<file path="config.mk">
export PLATFORM = sky130hd
export DESIGN_NAME = trap_sequencer
export DESIGN_NICKNAME = d
export VERILOG_FILES = /design/src/rtl/trap_sequencer_pkg.sv /design/src/rtl/trap_sequencer_prio_enc.sv /design/src/rtl/trap_sequencer.sv
export SDC_FILE = /design/constraint.sdc
export NUM_CORES = 1
export LEC_CHECK = 0
export CORE_UTILIZATION = 30
export CTS_BUF_LIST = sky130_fd_sc_hd__clkbuf_4 sky130_fd_sc_hd__clkbuf_8
export DETAILED_ROUTE_END_ITERATION = 10
export DONT_BUFFER_PORTS = 1
export RECOVER_POWER = 100
export SYNTH_ARGS = -nofsm -noshare
export SYNTH_HDL_FRONTEND = slang
export SYNTH_SLANG_ARGS = --single-unit
</file>
<file path="constraint.sdc">
create_clock -name clk -period 10.7 [get_ports clk]
set_clock_uncertainty 0.2 [all_clocks]
set_input_delay 2.14 -clock clk [delete_from_list [all_inputs] [get_ports clk]]
set_output_delay 2.14 -clock clk [all_outputs]
set_load 0.1 [all_outputs]
</file>
<file path="src/rtl/trap_sequencer_pkg.sv">
// Shared constants, state encoding and types for the machine-mode trap sequencer.
package trap_sequencer_pkg;

    localparam int unsigned TS_XLEN   = 32;
    localparam int unsigned CSR_AW    = 12;
    localparam int unsigned EXC_W     = 32;
    localparam int unsigned CODE_W    = 4;
    localparam int unsigned STATE_W   = 3;

    // CSR addresses
    localparam logic [CSR_AW-1:0] ADDR_MSTATUS = 12'h300;
    localparam logic [CSR_AW-1:0] ADDR_MEPC    = 12'h341;
    localparam logic [CSR_AW-1:0] ADDR_MCAUSE  = 12'h342;

    // Mem-stage exception codes
    localparam logic [EXC_W-1:0] EXC_NONE    = 32'h0;
    localparam logic [EXC_W-1:0] EXC_ECALL   = 32'h8;
    localparam logic [EXC_W-1:0] EXC_ILLEGAL = 32'ha;
    localparam logic [EXC_W-1:0] EXC_MRET    = 32'he;

    // mcause low-order codes (interrupt flag carried separately)
    localparam logic [CODE_W-1:0] CODE_ECALL   = 4'd11;
    localparam logic [CODE_W-1:0] CODE_ILLEGAL = 4'd2;
    localparam logic [CODE_W-1:0] CODE_MEI     = 4'd11;
    localparam logic [CODE_W-1:0] CODE_MSI     = 4'd3;
    localparam logic [CODE_W-1:0] CODE_MTI     = 4'd7;

    // mstatus / mie bit positions
    localparam int unsigned MSTATUS_MIE  = 3;
    localparam int unsigned MSTATUS_MPIE = 7;
    localparam int unsigned MSTATUS_MPP0 = 11;
    localparam int unsigned MSTATUS_MPP1 = 12;
    localparam int unsigned MIE_MSIE     = 3;
    localparam int unsigned MIE_MTIE     = 7;
    localparam int unsigned MIE_MEIE     = 11;

    // State encoding
    localparam logic [STATE_W-1:0] ST_IDLE       = 3'd0;
    localparam logic [STATE_W-1:0] ST_SAVE_EPC   = 3'd1;
    localparam logic [STATE_W-1:0] ST_SAVE_CAUSE = 3'd2;
    localparam logic [STATE_W-1:0] ST_SAVE_STAT  = 3'd3;
    localparam logic [STATE_W-1:0] ST_RESTORE    = 3'd4;
    localparam logic [STATE_W-1:0] ST_REDIRECT   = 3'd5;

    typedef enum logic [STATE_W-1:0] {
        IDLE       = ST_IDLE,
        SAVE_EPC   = ST_SAVE_EPC,
        SAVE_CAUSE = ST_SAVE_CAUSE,
        SAVE_STAT  = ST_SAVE_STAT,
        RESTORE    = ST_RESTORE,
        REDIRECT   = ST_REDIRECT
    } state_t;

    // Priority-encoder result: trap taken, interrupt flag, cause code
    typedef struct packed {
        logic              take;
        logic              is_irq;
        logic [CODE_W-1:0] code;
    } trap_sel_t;

endpackage

</file>
<file path="src/rtl/trap_sequencer_prio_enc.sv">
// Trap priority select: sync exception > MEI > MSI > MTI.
module trap_prio_enc
    import trap_sequencer_pkg::*;
(
    input  logic [EXC_W-1:0] i_excepttype,
    input  logic             i_inst_valid,
    input  logic             i_irq_ext,
    input  logic             i_irq_sw,
    input  logic             i_irq_tmr,
    input  logic             i_mstatus_mie,
    input  logic             i_mie_meie,
    input  logic             i_mie_msie,
    input  logic             i_mie_mtie,
    output trap_sel_t        o_sel
);

    logic w_irq_ok;

    // A bubble cannot trap, and interrupts also need global MIE
    assign w_irq_ok = i_inst_valid & i_mstatus_mie;

    // Select the highest-priority trap source
    always_comb begin
        o_sel = '0;
        if (i_inst_valid && (i_excepttype == EXC_ECALL)) begin
            o_sel.take = 1'b1;
            o_sel.code = CODE_ECALL;
        end else if (i_inst_valid && (i_excepttype == EXC_ILLEGAL)) begin
            o_sel.take = 1'b1;
            o_sel.code = CODE_ILLEGAL;
        end else if (w_irq_ok && i_irq_ext && i_mie_meie) begin
            o_sel.take   = 1'b1;
            o_sel.is_irq = 1'b1;
            o_sel.code   = CODE_MEI;
        end else if (w_irq_ok && i_irq_sw && i_mie_msie) begin
            o_sel.take   = 1'b1;
            o_sel.is_irq = 1'b1;
            o_sel.code   = CODE_MSI;
        end else if (w_irq_ok && i_irq_tmr && i_mie_mtie) begin
            o_sel.take   = 1'b1;
            o_sel.is_irq = 1'b1;
            o_sel.code   = CODE_MTI;
        end
    end

endmodule

</file>
<file path="src/rtl/trap_sequencer.sv">
// Machine-mode trap entry / mret sequencer: writes mepc, mcause, mstatus then flushes with redirect PC.
module trap_sequencer
    import trap_sequencer_pkg::*;
#(
    parameter int unsigned       XLEN        = TS_XLEN,
    parameter logic [CSR_AW-1:0] CSR_MSTATUS = ADDR_MSTATUS,
    parameter logic [CSR_AW-1:0] CSR_MEPC    = ADDR_MEPC,
    parameter logic [CSR_AW-1:0] CSR_MCAUSE  = ADDR_MCAUSE
)(
    input  logic              clk,
    input  logic              rst,
    input  logic [EXC_W-1:0]  excepttype_i,
    input  logic              inst_valid_i,
    input  logic [XLEN-1:0]   pc_i,
    input  logic              irq_ext_i,
    input  logic              irq_sw_i,
    input  logic              irq_tmr_i,
    input  logic [XLEN-1:0]   csr_mstatus_i,
    input  logic [XLEN-1:0]   csr_mie_i,
    input  logic [XLEN-1:0]   csr_mtvec_i,
    input  logic [XLEN-1:0]   csr_mepc_i,
    output logic              csr_we_o,
    output logic [CSR_AW-1:0] csr_waddr_o,
    output logic [XLEN-1:0]   csr_wdata_o,
    output logic              stallreq_o,
    output logic              flush_o,
    output logic [XLEN-1:0]   new_pc_o
);

    state_t          r_state;
    state_t          w_next;
    trap_sel_t       w_sel;
    logic            w_mret;
    logic [XLEN-1:0] w_cause;
    logic [XLEN-1:0] w_base;
    logic [XLEN-1:0] w_trap_target;
    logic [XLEN-1:0] w_stat_trap;
    logic [XLEN-1:0] w_stat_mret;
    logic [XLEN-1:0] r_pc;
    logic [XLEN-1:0] r_cause;
    logic [XLEN-1:0] r_target;
    logic [XLEN-1:0] r_mstatus;
    logic            w_unused;

    assign w_unused = ^csr_mie_i;

    trap_prio_enc u_prio (
        .i_excepttype  (excepttype_i),
        .i_inst_valid  (inst_valid_i),
        .i_irq_ext     (irq_ext_i),
        .i_irq_sw      (irq_sw_i),
        .i_irq_tmr     (irq_tmr_i),
        .i_mstatus_mie (csr_mstatus_i[MSTATUS_MIE]),
        .i_mie_meie    (csr_mie_i[MIE_MEIE]),
        .i_mie_msie    (csr_mie_i[MIE_MSIE]),
        .i_mie_mtie    (csr_mie_i[MIE_MTIE]),
        .o_sel         (w_sel)
    );

    assign w_mret  = inst_valid_i && (excepttype_i == EXC_MRET);
    assign w_cause = {w_sel.is_irq, (XLEN-1-CODE_W)'(0), w_sel.code};
    assign w_base  = {csr_mtvec_i[XLEN-1:2], 2'b00};

    // Vectored mode offsets interrupts by 4*code; modes 0/2/3 go to the base
    assign w_trap_target = ((csr_mtvec_i[1:0] == 2'b01) && w_sel.is_irq)
                         ? w_base + XLEN'({w_sel.code, 2'b00})
                         : w_base;

    // mstatus images for trap entry and for mret
    always_comb begin
        w_stat_trap               = r_mstatus;
        w_stat_trap[MSTATUS_MPIE] = r_mstatus[MSTATUS_MIE];
        w_stat_trap[MSTATUS_MIE]  = 1'b0;
        w_stat_trap[MSTATUS_MPP0] = 1'b1;
        w_stat_trap[MSTATUS_MPP1] = 1'b1;
        w_stat_mret               = r_mstatus;
        w_stat_mret[MSTATUS_MIE]  = r_mstatus[MSTATUS_MPIE];
        w_stat_mret[MSTATUS_MPIE] = 1'b1;
    end

    // State register
    always_ff @(posedge clk or posedge rst) begin
        if (rst) begin
            r_state <= IDLE;
        end else begin
            r_state <= w_next;
        end
    end

    // Capture trap context while IDLE; inputs are ignored for the rest of a sequence
    always_ff @(posedge clk or posedge rst) begin
        if (rst) begin
            r_pc      <= '0;
            r_cause   <= '0;
            r_target  <= '0;
            r_mstatus <= '0;
        end else if (r_state == IDLE) begin
            if (w_sel.take) begin
                r_pc      <= pc_i;
                r_cause   <= w_cause;
                r_target  <= w_trap_target;
                r_mstatus <= csr_mstatus_i;
            end else if (w_mret) begin
                r_target  <= csr_mepc_i;
                r_mstatus <= csr_mstatus_i;
            end
        end
    end

    // Next-state and output decode
    always_comb begin
        w_next      = r_state;
        csr_we_o    = 1'b0;
        csr_waddr_o = '0;
        csr_wdata_o = '0;
        stallreq_o  = 1'b0;
        flush_o     = 1'b0;
        new_pc_o    = '0;
        case (r_state)
            IDLE: begin
                if (!rst && w_sel.take) begin
                    w_next     = SAVE_EPC;
                    stallreq_o = 1'b1;
                end else if (!rst && w_mret) begin
                    w_next     = RESTORE;
                    stallreq_o = 1'b1;
                end
            end
            SAVE_EPC: begin
                csr_we_o    = 1'b1;
                csr_waddr_o = CSR_MEPC;
                csr_wdata_o = r_pc;
                stallreq_o  = 1'b1;
                w_next      = SAVE_CAUSE;
            end
            SAVE_CAUSE: begin
                csr_we_o    = 1'b1;
                csr_waddr_o = CSR_MCAUSE;
                csr_wdata_o = r_cause;
                stallreq_o  = 1'b1;
                w_next      = SAVE_STAT;
            end
            SAVE_STAT: begin
                csr_we_o    = 1'b1;
                csr_waddr_o = CSR_MSTATUS;
                csr_wdata_o = w_stat_trap;
                stallreq_o  = 1'b1;
                w_next      = REDIRECT;
            end
            RESTORE: begin
                csr_we_o    = 1'b1;
                csr_waddr_o = CSR_MSTATUS;
                csr_wdata_o = w_stat_mret;
                stallreq_o  = 1'b1;
                w_next      = REDIRECT;
            end
            REDIRECT: begin
                flush_o  = 1'b1;
                new_pc_o = r_target;
                w_next   = IDLE;
            end
            default: begin
                w_next = IDLE;
            end
        endcase
    end

endmodule

</file>
Word-level counts from Yosys, hierarchy flattened --
Index checks and enable logic that the tools add are counted. Widths: inputs -> output; s select.
Word-level totals: register bits after elaboration 104, input port bits 198, output and inout bits 79, logic and storage cells 61
Operators by class: add/sub/neg operators 1, equality and inequality tests 10, multiplexer cells 25, bitwise logic cells 1, reduce and logical (&&, ||, !) cells 19
Operator list (number):
- $mux 32 | 6
- $pmux 32 s4 | 1
- $eq 32x4->1 const B | 3
- $add 32x6->32 | 1
- $pmux 10 s3 | 1
- $mux 6 | 3
- $logic_and 1x1->1 | 12
- $pmux 3 s4 | 1
- $mux 1 | 8
- $mux 4 | 2
- $eq 3x2->1 const B | 2
- $eq 3x3->1 const B | 2
- $mux 3 | 2
- $reduce_and 2->1 | 2
- $reduce_or 4->1 | 1
- $eq 3x1->1 const B | 1
- $logic_not 3->1 | 1
- $ne 3x1->1 const B | 1
- $eq 2x1->1 const B | 1
- $pmux 1 s2 | 1
- $reduce_bool 2->1 | 1
- $reduce_or 2->1 | 1
- $and 1x1->1 | 1
- $logic_not 1->1 | 1

Depth between registers and ports, before layout --
Gate-level depths: netlist of the first run.
depth after elaboration 11, mapped depth 16, mapped depth without buffers 15

Hierarchy --
Synthesis of the first run repeated with hierarchy kept, for this count alone.
Second synthesis, totals: cells, all modules 618, area total of the unflattened synthesis 5810.6 um2
Modules (own cells, without submodules):
- trap_sequencer | times used 1, cells an instance 595, area each 5635.4 um2, sequential area each 2602.5 um2
- trap_prio_enc | times used 1, cells an instance 23, area each 175.2 um2, sequential area each 0.0 um2

Least setup slack after synthesis of the first run --
Ideal clock, no wire load.
path kind input to output, from in excepttype_i[18], to out stallreq_o, data arrival time 4.521 ns, required time 8.360 ns, setup slack 3.839 ns, cell stages on the path 6, buffers on the path 0, cell sequence nor4_1 nand4_1 nor2_1 o21ai_0 a21o_1 a21oi_1
On the way: cells in the longest elaborated chain, start to end 7, elaborated cells on any way between the ends 13, classes of those cells eq/ne: 3; mux: 5; reduce/logical: 5
Ends and longest elaborated chain:
- start: declaration | RTL line trap_sequencer.sv:12 | input logic [EXC_W-1:0] excepttype_i,
- $eq 32x4->1 | RTL line trap_sequencer_prio_enc.sv:28 | end else if (i_inst_valid && (i_excepttype == EXC_ILLEGAL)) begin
- $logic_and 1x1->1 | RTL line trap_sequencer_prio_enc.sv:28
- $mux 1 | RTL line trap_sequencer_prio_enc.sv:28
- $mux 1 | RTL line trap_sequencer_prio_enc.sv:25 | if (i_inst_valid && (i_excepttype == EXC_ECALL)) begin
- $logic_and 1x1->1 | RTL line trap_sequencer.sv:121 | if (!rst && w_sel.take) begin
- $mux 1 (*) | RTL line trap_sequencer.sv:121
- $pmux 1 s2 (*) | RTL line trap_sequencer.sv:119 | case (r_state)
- end: declaration | RTL line trap_sequencer.sv:25 | output logic stallreq_o,
Every way passes the cells marked *; elsewhere a longest branch is shown, timed or not.

Worst setup path after layout of the first run --
from in csr_mie_i[11], to reg r_target[24]
On the way: cells in the longest elaborated chain, start to end 7, elaborated cells on any way between the ends 14, classes of those cells add/sub: 1; mux: 9; reduce/logical: 4
Ends and longest elaborated chain:
- start: declaration | RTL line trap_sequencer.sv:19 | input logic [XLEN-1:0] csr_mie_i,
- $logic_and 1x1->1 (*) | RTL line trap_sequencer_prio_enc.sv:31 | end else if (w_irq_ok && i_irq_ext && i_mie_meie) begin
- $mux 6 (*) | RTL line trap_sequencer_prio_enc.sv:31
- $mux 4 / $mux 1 (equally long branches) | RTL line trap_sequencer_prio_enc.sv:28
- $mux 4 / $mux 1 (equally long branches) | RTL line trap_sequencer_prio_enc.sv:25
- $add 32x6->32 / $logic_and 1x1->1 (equally long branches) | RTL line trap_sequencer.sv:66, trap_sequencer.sv:65
- $mux 32 | RTL line trap_sequencer.sv:66 | ? w_base + XLEN'({w_sel.code, 2'b00})
- $mux 32 | RTL line trap_sequencer.sv:98 | if (w_sel.take) begin
- end signal: assignment | RTL line trap_sequencer.sv:101 | r_target <= w_trap_target;
- end signal: assignment | RTL line trap_sequencer.sv:104 | r_target <= csr_mepc_i;
- end: declaration | RTL line trap_sequencer.sv:41 | logic [XLEN-1:0] r_target;
Marks and branches as above. A chain may end at the register's enable or synchronous reset.

==> run_results.csv, run 1 <==
group,metric,value,unit
grt,grt_overflow_total,0,
clock_tree,clk_pin_slew,0.11,ns
finish,layout-drive-gt1-share,0.129,
sta,max_freq,129,MHz
detailed_routing,remaining_drc_errors,0,
finish,antenna_cells,0,
placement,place_congestion,0.831,
sta,finalCriticalPeriod,7.76,ns
sta,min_period_over_period,0.725,
floorplanning,die_h,143,um
clock_tree,ctsLongestPathBuffers,2,
setup_path,crit_family,"buffers and inverters",
clock_tree,postCtsSetupRepairBufs,0,
clock_tree,cts_tree,"built",
grt,grt_max_degree,76,
setup_path,r2r_start,"r_state[2]",
logic_synthesis,synthFlopType,"dfrtp_1",
floorplanning,row_count,51,
power_and_ir_drop,vdd_drop_max,0.153,mV
detailed_routing,post_drt_wl_per_cell,20.5,um
detailed_routing,drt-total-wl,18100,um
logic_synthesis,synth_seq_cells,104,
min_path,holdCritPathClass,"reg2reg",
detailed_routing,drtIter0Drc,279,
grt,busiest_layer,"met2",
power_and_ir_drop,power_density,334,nW/um2
grt,antenna_found_initial,0,
logic_synthesis,ys_top_cells_by_area,"dfrtp_1, nand2_1, mux2_2",
power_and_ir_drop,p_leak,0.00287,uW
clock_tree,cts.sinks,104,
finish,final_cell_mix,"nand2_1, dfrtp_1, mux2_2",
clock_tree,cts_buffers,9,
detailed_routing,antenna_left,0,
sta,maxSlewHeadroom,-1.81,
clock_tree,clk_latency,0.39,ns
grt,grt_pass1_vias,4552,
setup_path,critical_path.max_stage_delay,2.69,ns
finish,area_growth_syn_to_layout,6.25,%
setup_path,cp_max_fo,72,
grt,use_met2,0.277,
sta,slew_violations,274,
setup_path,required,10.79,ns
sta,final.setup.tns,0,ns
setup_path,crit_path_start,"csr_mie_i[11]",
logic_synthesis,netlist.area_leader.share,0.435,
clock_tree,postCtsResizedCells,0,
setup_path,cp.arrival,7.84,ns
finish,final_nets,820,
setup_path,crit_type,"in2reg",
sta,setup_viol,0,
finish,multiInputGateArea,3020,um2
setup_path,slowest_stage,"clkbuf_1",
floorplanning,die_w,143,um
finish,final_common_cell,"nand2_1",
power_and_ir_drop,power,2120,uW
outcome,violations,"max-capacitance violations, max-slew violations",
finish,seqCellArea,2600,um2
logic_synthesis,synth_largest_area_cell,"dfrtp_1",
logic_synthesis,async_flop_share,1.00,
sta,max_slew.worst_pin.slew,4.21,ns
floorplanning,ios,277,
finish,fillers,2099,
sta,rsz0062_at_grt,"no",
floorplanning,die-area,20500,um2
placement,detailedPlacementHpwl,12900,um
sta,whs,0.279,ns
sta,hold_viol_final,0,
placement,post-place-ws,4.30,ns
grt,grt_pass1_wl,26600,um
floorplanning,start_util,0.307,
grt,grt_util_met3,0.0423,
logic_synthesis,avgSynthCellArea,9.38,um2
grt,grt_util_all_layers,0.174,
setup_path,endpoint_kind,"register",
logic_synthesis,synth-seq-area-share,0.435,
min_path,hold_start,"r_cause[1]",
logic_synthesis,netlist_area,5990,um2
detailed_routing,num_vias,4693,
logic_synthesis,yosysWarnings,0,
clock_tree,ctsHtreeMaxLevel,3,
logic_synthesis,synth-edff-count,0,
run,maxCapViolCount,14,
sta,worst_slack,2.94,ns
logic_synthesis,synth_cell_types,64,
logic_synthesis,syn_inst,638,
placement,io_buffer_count,0,
setup_path,crit_chain,"a222oi_1 > or2_0 > o21ai_0 > o311ai_4 > clkbuf_1 > nor3_1 > a221o_1",
grt,use_met1,0.222,
detailed_routing,firstDrtPassIters,4,
setup_path,worst-path-buf-inv,1,
outcome,status,"finished with violations",
setup_path,critPathLaunchType,"primary input",
clock_tree,cts_root_buf,"clkbuf_8",
floorplanning,fp.coreArea,19500,um2
clock_tree,holdBufCountCts,0,
finish,utilization,0.326,
detailed_routing,vias_per_cell,5.29,
## where the power goes
| group | switching, uW | leakage [uW] | total, uW | internal [uW] |
|---|---|---|---|---|
| Combinational | 954 | 0.00150 | 1180 | 229 |
| Clock | 161 | 0.0000998 | 255 | 93.5 |
| Sequential | 110 | 0.00127 | 686 | 577 |
## routing by layer
layer	wire (um)	part of all wire
met3	1070	0.059
met2	8730	0.48
met1	7830	0.43
met5	0	0
met4	512	0.028
## path summary, 6_finish.rpt
kind,to,slack (ns),cells after the start
worst min-delay path,r_cause[1],0.28,1
worst max register to register,r_target[24],4.09,6
worst max-delay path,r_target[24],2.94,7
max in group asynchronous,r_target[25],4.06,2
worst min register to register,r_cause[1],0.28,1
min in group asynchronous,r_pc[21],1.70,1
## cells in the mapped netlist (2+ instances only)
cell,count
xnor2_1,14
nand4_1,9
and4_1,2
nor2b_1,4
o22ai_1,3
a31oi_1,4
and3_1,33
mux2_2,38
clkbuf_1,23
nor4b_1,2
o21bai_1,2
nor3_2,3
nor3_1,12
nor2_1,18
o21a_1,2
nand3_1,4
o221ai_2,10
buf_1,3
ha_1,4
inv_1,31
xor2_1,6
buf_4,8
nand2b_1,5
a22oi_1,6
or3_1,4
nor4_2,3
and2_1,4
nor4_1,14
buf_2,14
a22o_1,27
o221ai_1,5
mux2i_1,3
o21ai_0,20
dfrtp_1,104
a21oi_1,11
o22a_1,2
a21o_1,5
a221o_1,7
or2_2,3
nand2_1,142
## per-stage QoR
step | instances | instance area (um2)
floorplan | 644 | 6010
global placement | 871 | 6290
detailed placement | 871 | 6290
CTS | 887 | 6500
global route | 887 | 6360
finish | 887 | 6360
## state kept, by name, indices dropped and copies added, names as in the netlist
signal and flops:
r_mstatus 32, r_pc 32, r_target 32, r_cause 5, r_state 3
## final cells by class
class,instances,share of cell area
Clock buffer,9,0.0195
Clock inverter,7,0.0126
Inverter,31,0.0185
Multi-Input combinational cell,460,0.474
Sequential cell,104,0.409
Tap cell,265,0.0521
Timing Repair Buffer,11,0.0142
## cells by family after synthesis
group	synth area share
and+or+nand+nor	0.219
AOI/OAI and AO/OA	0.168
DFF	0.435
buffers and inverters	0.0594
muxes	0.0765
xor gates and xnor gates	0.0293
adders and majority gates	0.0117
other	0.000626
Note: power is estimated with default switching activity, not from simulation.
==> inputs of run 2 (changes only) <==
- clock period: 10.7 -> 7.3 ns (I/O delays scaled with it)
==> run 2 against run 1 <==
- the run still ends with max-capacitance violations, max-slew violations left
- final area rose by 0.55%
- sequential cell count did not move
- sequential power rose by 47%
- critical path depth fell by 3
- final cell count did not move
- clock power rose by 44%
- power rose by 46%
- hold slack got worse by 0.0033 ns
- die area did not move
- clock-buffer cell count rose by 1
- non-clock buffer count did not move
- global-route usage barely moved
- critical endpoint is now csr_wdata_o[30]
==> run_results.csv, run 2 (synthesized netlist as in run 1, its figures left out) <==
group,metric,value,unit
setup_path,cp_max_fo,20,
sta,hold_viol_final,0,
sta,worst_slack,1.21,ns
detailed_routing,antenna_left,0,
finish,seqCellArea,2600,um2
power_and_ir_drop,p_leak,0.00288,uW
setup_path,critPathLaunchType,"register",
clock_tree,ctsHtreeMaxLevel,3,
clock_tree,cts_root_buf,"clkbuf_8",
grt,grt_util_all_layers,0.173,
placement,place_congestion,0.834,
finish,largestRegisters,"r_mstatus (32), r_pc (32), r_target (32)",
power_and_ir_drop,power_density,486,nW/um2
sta,maxSlewHeadroom,-1.07,
detailed_routing,num_vias,4734,
sta,rsz0062_at_grt,"no",
setup_path,required,5.64,ns
sta,min_period_over_period,0.834,
detailed_routing,vias_per_cell,5.34,
detailed_routing,drt-total-wl,18200,um
min_path,holdCritPathClass,"reg2reg",
placement,detailedPlacementHpwl,13100,um
clock_tree,ctsLongestPathBuffers,2,
finish,final_nets,820,
clock_tree,cts_tree,"built",
finish,final_cell_mix,"nand2_1, dfrtp_1, mux2_2",
grt,grt_max_degree,76,
clock_tree,clk_pin_slew,0.10,ns
sta,slew_violations,81,
setup_path,cp.arrival,4.43,ns
run,maxCapViolCount,11,
sta,max_slew.worst_pin.slew,3.08,ns
setup_path,rr_worst_depth,5,
floorplanning,die_w,143,um
setup_path,crit_path_start,"r_state[2]",
detailed_routing,drtIter0Drc,277,
sta,final.setup.tns,0,ns
clock_tree,cts.sinks,104,
setup_path,regToRegSetupSlack,2.90,ns
setup_path,r2r_start,"r_state[2]",
clock_tree,clk_latency,0.38,ns
min_path,min_path_cells,1,
setup_path,endpoint_kind,"primary output",
detailed_routing,remaining_drc_errors,0,
floorplanning,die-area,20500,um2
finish,final_common_cell,"nand2_1",
setup_path,crit_end,"csr_wdata_o[30]",
power_and_ir_drop,vdd_drop_max,0.279,mV
setup_path,reg2reg_to,"r_state[0]",
sta,max_freq,164,MHz
grt,grt_overflow_total,0,
finish,multiInputGateArea,3050,um2
placement,placedCellCount,871,
floorplanning,fp.coreArea,19500,um2
finish,fillers,2067,
finish,stdcell_count,887,
floorplanning,row_count,51,
placement,post-place-ws,1.54,ns
grt,antenna_found_initial,0,
floorplanning,ios,277,
finish,utilization,0.328,
placement,io_buffer_count,0,
min_path,hold_start,"r_cause[1]",
floorplanning,start_util,0.307,
clock_tree,cts_buffers,9,
floorplanning,die_h,143,um
detailed_routing,firstDrtPassIters,5,
clock_tree,postCtsSetupRepairBufs,0,
clock_tree,postCtsResizedCells,0,
sta,finalCriticalPeriod,6.09,ns
outcome,violations,"max-capacitance violations, max-slew violations",
finish,layout-drive-gt1-share,0.141,
detailed_routing,post_drt_wl_per_cell,20.5,um
grt,grt_pass1_vias,4581,
setup_path,crit_type,"reg2out",
outcome,status,"finished with violations",
grt,grt_pass1_wl,26700,um
sta,whs,0.276,ns
clock_tree,holdBufCountCts,0,
sta,setup_viol,0,
finish,area_growth_syn_to_layout,6.83,%
finish,antenna_cells,0,
## run 2: where the power goes
part / switching, uW / total (uW) / internal [uW]
Combinational: 1400 / 1730 / 336
Sequential: 164 / 1010 / 844
Clock: 225 / 366 / 142
## run 2: per-stage QoR
stage	area, um2	power (uW)
2_1_floorplan	6010	2560
3_5_place_dp	6290	2790
3_3_place_gp	6290	2770
4_1_cts	6490	3170
5_1_grt	6400	3270
6_report	6400	3110
## run 2: worst min-delay path by stage
stage | end | slack (ns)
global route | r_pc[5] | 0.31
floorplan | r_cause[1] | 0.24
global placement | r_cause[1] | 0.25
finish | r_cause[1] | 0.28
detailed placement | r_cause[1] | 0.25
CTS | r_cause[1] | 0.28
## run 2: worst max-delay path, stage by stage, from the launching register on
cell and delay (ns):
dfrtp_1 0.61, nand2b_1 0.27, nor2_1 0.81, clkbuf_1 1.38, a22o_1 0.97
## run 2: layout make-up
cell class / instances / share of cell area
multi-input cells: 460 / 0.477
inverters: 31 / 0.0184
repair buffers: 11 / 0.0153
clock inverters: 6 / 0.00880
well taps: 265 / 0.0518
clock buffers: 10 / 0.0215
flip-flops and latches: 104 / 0.407
## run 2: metal layers
metal	global-route usage	part of all wire	vias to the layer above
met5	0	0	-
met4	0.0627	0.023	0
met3	0.0433	0.061	29
met2	0.285	0.49	180
met1	0.219	0.43	2315
li1	-	-	2210
==> inputs of run 3 (changes only) <==
- clock period: 7.3 -> 5.6 ns (I/O delays scaled with it)
==> run 3 against run 2 <==
- the run still ends with max-capacitance violations, max-slew violations left
- wire length increased by 1.9%
- clock-buffer cell count stayed put
- core utilization increased by 0.59 points
- sequential power rose by 31%
- sequential cell count unchanged
- global-route usage grew 0.38 points
- critical path depth down 1
- final cell count grew 3.3%
- power is 33% higher
- critical path type unchanged
- highest routed layer unchanged
==> run_results.csv, run 3 (synthesized netlist as in run 1, its figures left out) <==
group,metric,value,unit
outcome,status,"finished with violations",
outcome,violations,"max-capacitance violations, max-slew violations",
clock_tree,clk_latency,0.38,ns
power_and_ir_drop,power,4140,uW
clock_tree,clk_pin_slew,0.10,ns
finish,final_common_cell,"nand2_1",
clock_tree,postCtsSetupRepairBufs,0,
finish,design_area,6510,um2
detailed_routing,drtIter0Drc,317,
grt,grt_util_all_layers,0.177,
clock_tree,holdBufCountCts,0,
sta,maxSlewHeadroom,-1.06,
sta,max_slew.worst_pin.slew,3.08,ns
power_and_ir_drop,power_density,637,nW/um2
placement,detailedPlacementHpwl,13400,um
run,maxCapViolCount,11,
finish,area_growth_syn_to_layout,8.76,%
placement,place_congestion,0.813,
detailed_routing,num_vias,4767,
grt,antenna_found_initial,0,
floorplanning,fp.coreArea,19500,um2
setup_path,required,4.28,ns
power_and_ir_drop,seqPwrFrac,0.320,
power_and_ir_drop,power_frac_clock,0.125,
clock_tree,cts_buffers,9,
setup_path,endpoint_kind,"primary output",
detailed_routing,drt-total-wl,18500,um
detailed_routing,remaining_drc_errors,0,
power_and_ir_drop,power_switching,2350,uW
placement,io_buffer_count,0,
floorplanning,ios,277,
sta,min_period_over_period,0.894,
grt,grt_pass1_wl,27000,um
finish,layout-drive-gt1-share,0.172,
detailed_routing,post_drt_wl_per_cell,20.2,um
grt,busiest_layer,"met2",
detailed_routing,vias_per_cell,5.20,
power_and_ir_drop,p_comb_frac,0.556,
floorplanning,die-area,20500,um2
floorplanning,die_w,143,um
sta,setup_viol,0,
setup_path,regToRegSetupSlack,1.30,ns
finish,antenna_cells,0,
grt,grt_pass1_vias,4676,
sta,final.setup.tns,0,ns
sta,finalCriticalPeriod,5.00,ns
power_and_ir_drop,p_int,1800,uW
sta,max_freq,200,MHz
sta,rsz0062_at_grt,"no",
clock_tree,ctsHtreeMaxLevel,3,
finish,largestRegisters,"r_mstatus (32), r_pc (32), r_target (32)",
grt,grt_max_degree,66,
sta,slew_violations,171,
finish,final_cell_mix,"nand2_1, dfrtp_1, mux2_2",
floorplanning,row_count,51,
clock_tree,cts.sinks,104,
min_path,holdCritPathClass,"reg2reg",
clock_tree,cts_tree,"built",
setup_path,cp_max_fo,16,
clock_tree,postCtsResizedCells,0,
setup_path,crit_type,"reg2out",
power_and_ir_drop,vdd_drop_max,0.285,mV
grt,use_met2,0.284,
sta,hold_viol_final,0,
grt,use_met1,0.230,
setup_path,cp.arrival,3.68,ns
floorplanning,start_util,0.307,
power_and_ir_drop,swShare,0.567,
clock_tree,cts_root_buf,"clkbuf_8",
finish,utilization,0.333,
grt,grt_overflow_total,0,
detailed_routing,firstDrtPassIters,5,
grt,grt_util_met3,0.0396,
finish,final_nets,849,
setup_path,critPathLaunchType,"register",
detailed_routing,antenna_left,0,
placement,placed_area,6500,um2
clock_tree,ctsLongestPathBuffers,2,
floorplanning,die_h,143,um
power_and_ir_drop,p_leak,0.00300,uW
-- run 3: cell types whose count changed in the layout (fill, tap and decap cells not counted), moves of 2 or more --
cell | previous run | this run
clkbuf_2 | 0 | 25
o21ai_0 | 20 | 14
o21ai_1 | 1 | 6
buf_4 | 3 | 6
o221ai_1 | 5 | 8
o221ai_2 | 10 | 7
clkbuf_1 | 6 | 8
inv_6 | 2 | 0
-- run 3: per-layer routing --
metal  up-vias  share of wire  wire (um)
li1       2257              -          -
met1      2303           0.43       8040
met2       175           0.48       8830
met3        32          0.060       1100
met4         0          0.031        567
met5         -              0          0
-- run 3: worst max-delay path, cell delays in order (launching register included) --
cell and delay, ns:
dfrtp_1 0.80, nor3b_1 0.26, clkbuf_1 1.03, or2_0 1.21
-- run 3: layout make-up --
cell class              instances  area, um2
multi-input cells             460       3020
clock buffers                  10        131
well taps                     265        332
fillers                      2049      13000
flip-flops and latches        104       2600
clock inverters                 6       76.3
repair buffers                 40        228
inverters                      31        118
-- run 3: worst paths after layout --
path / endpoint / start / cells past startpoint
setup / recovery: csr_waddr_o[6] / r_state[1] / 3
hold / removal: r_cause[1] / r_cause[1] / 1
setup reg to reg: r_mstatus[15] / r_state[2] / 6
hold reg to reg: r_cause[1] / r_cause[1] / 1
max in group asynchronous: r_target[29] / rst / 2
min in group asynchronous: r_pc[25] / rst / 1
-- run 3: through the flow --
step                setup WS, ns  hold slack, ns  instances
global route               0.384           0.304        916
floorplan                  0.779           0.235        644
CTS                        0.974           0.282        916
detailed placement         0.648           0.253        900
global placement           0.688           0.249        900
finish                     0.595           0.279        916
-- run 3: power by group through the flow --
stage | Sequential [uW] | Combinational [uW] | Clock, uW
2_1_floorplan | 1240 | 2090 | 0
3_3_place_gp | 1330 | 2410 | 0
3_5_place_dp | 1350 | 2420 | 0
4_1_cts | 1330 | 2430 | 531
5_1_grt | 1370 | 2430 | 553
6_report | 1320 | 2300 | 517
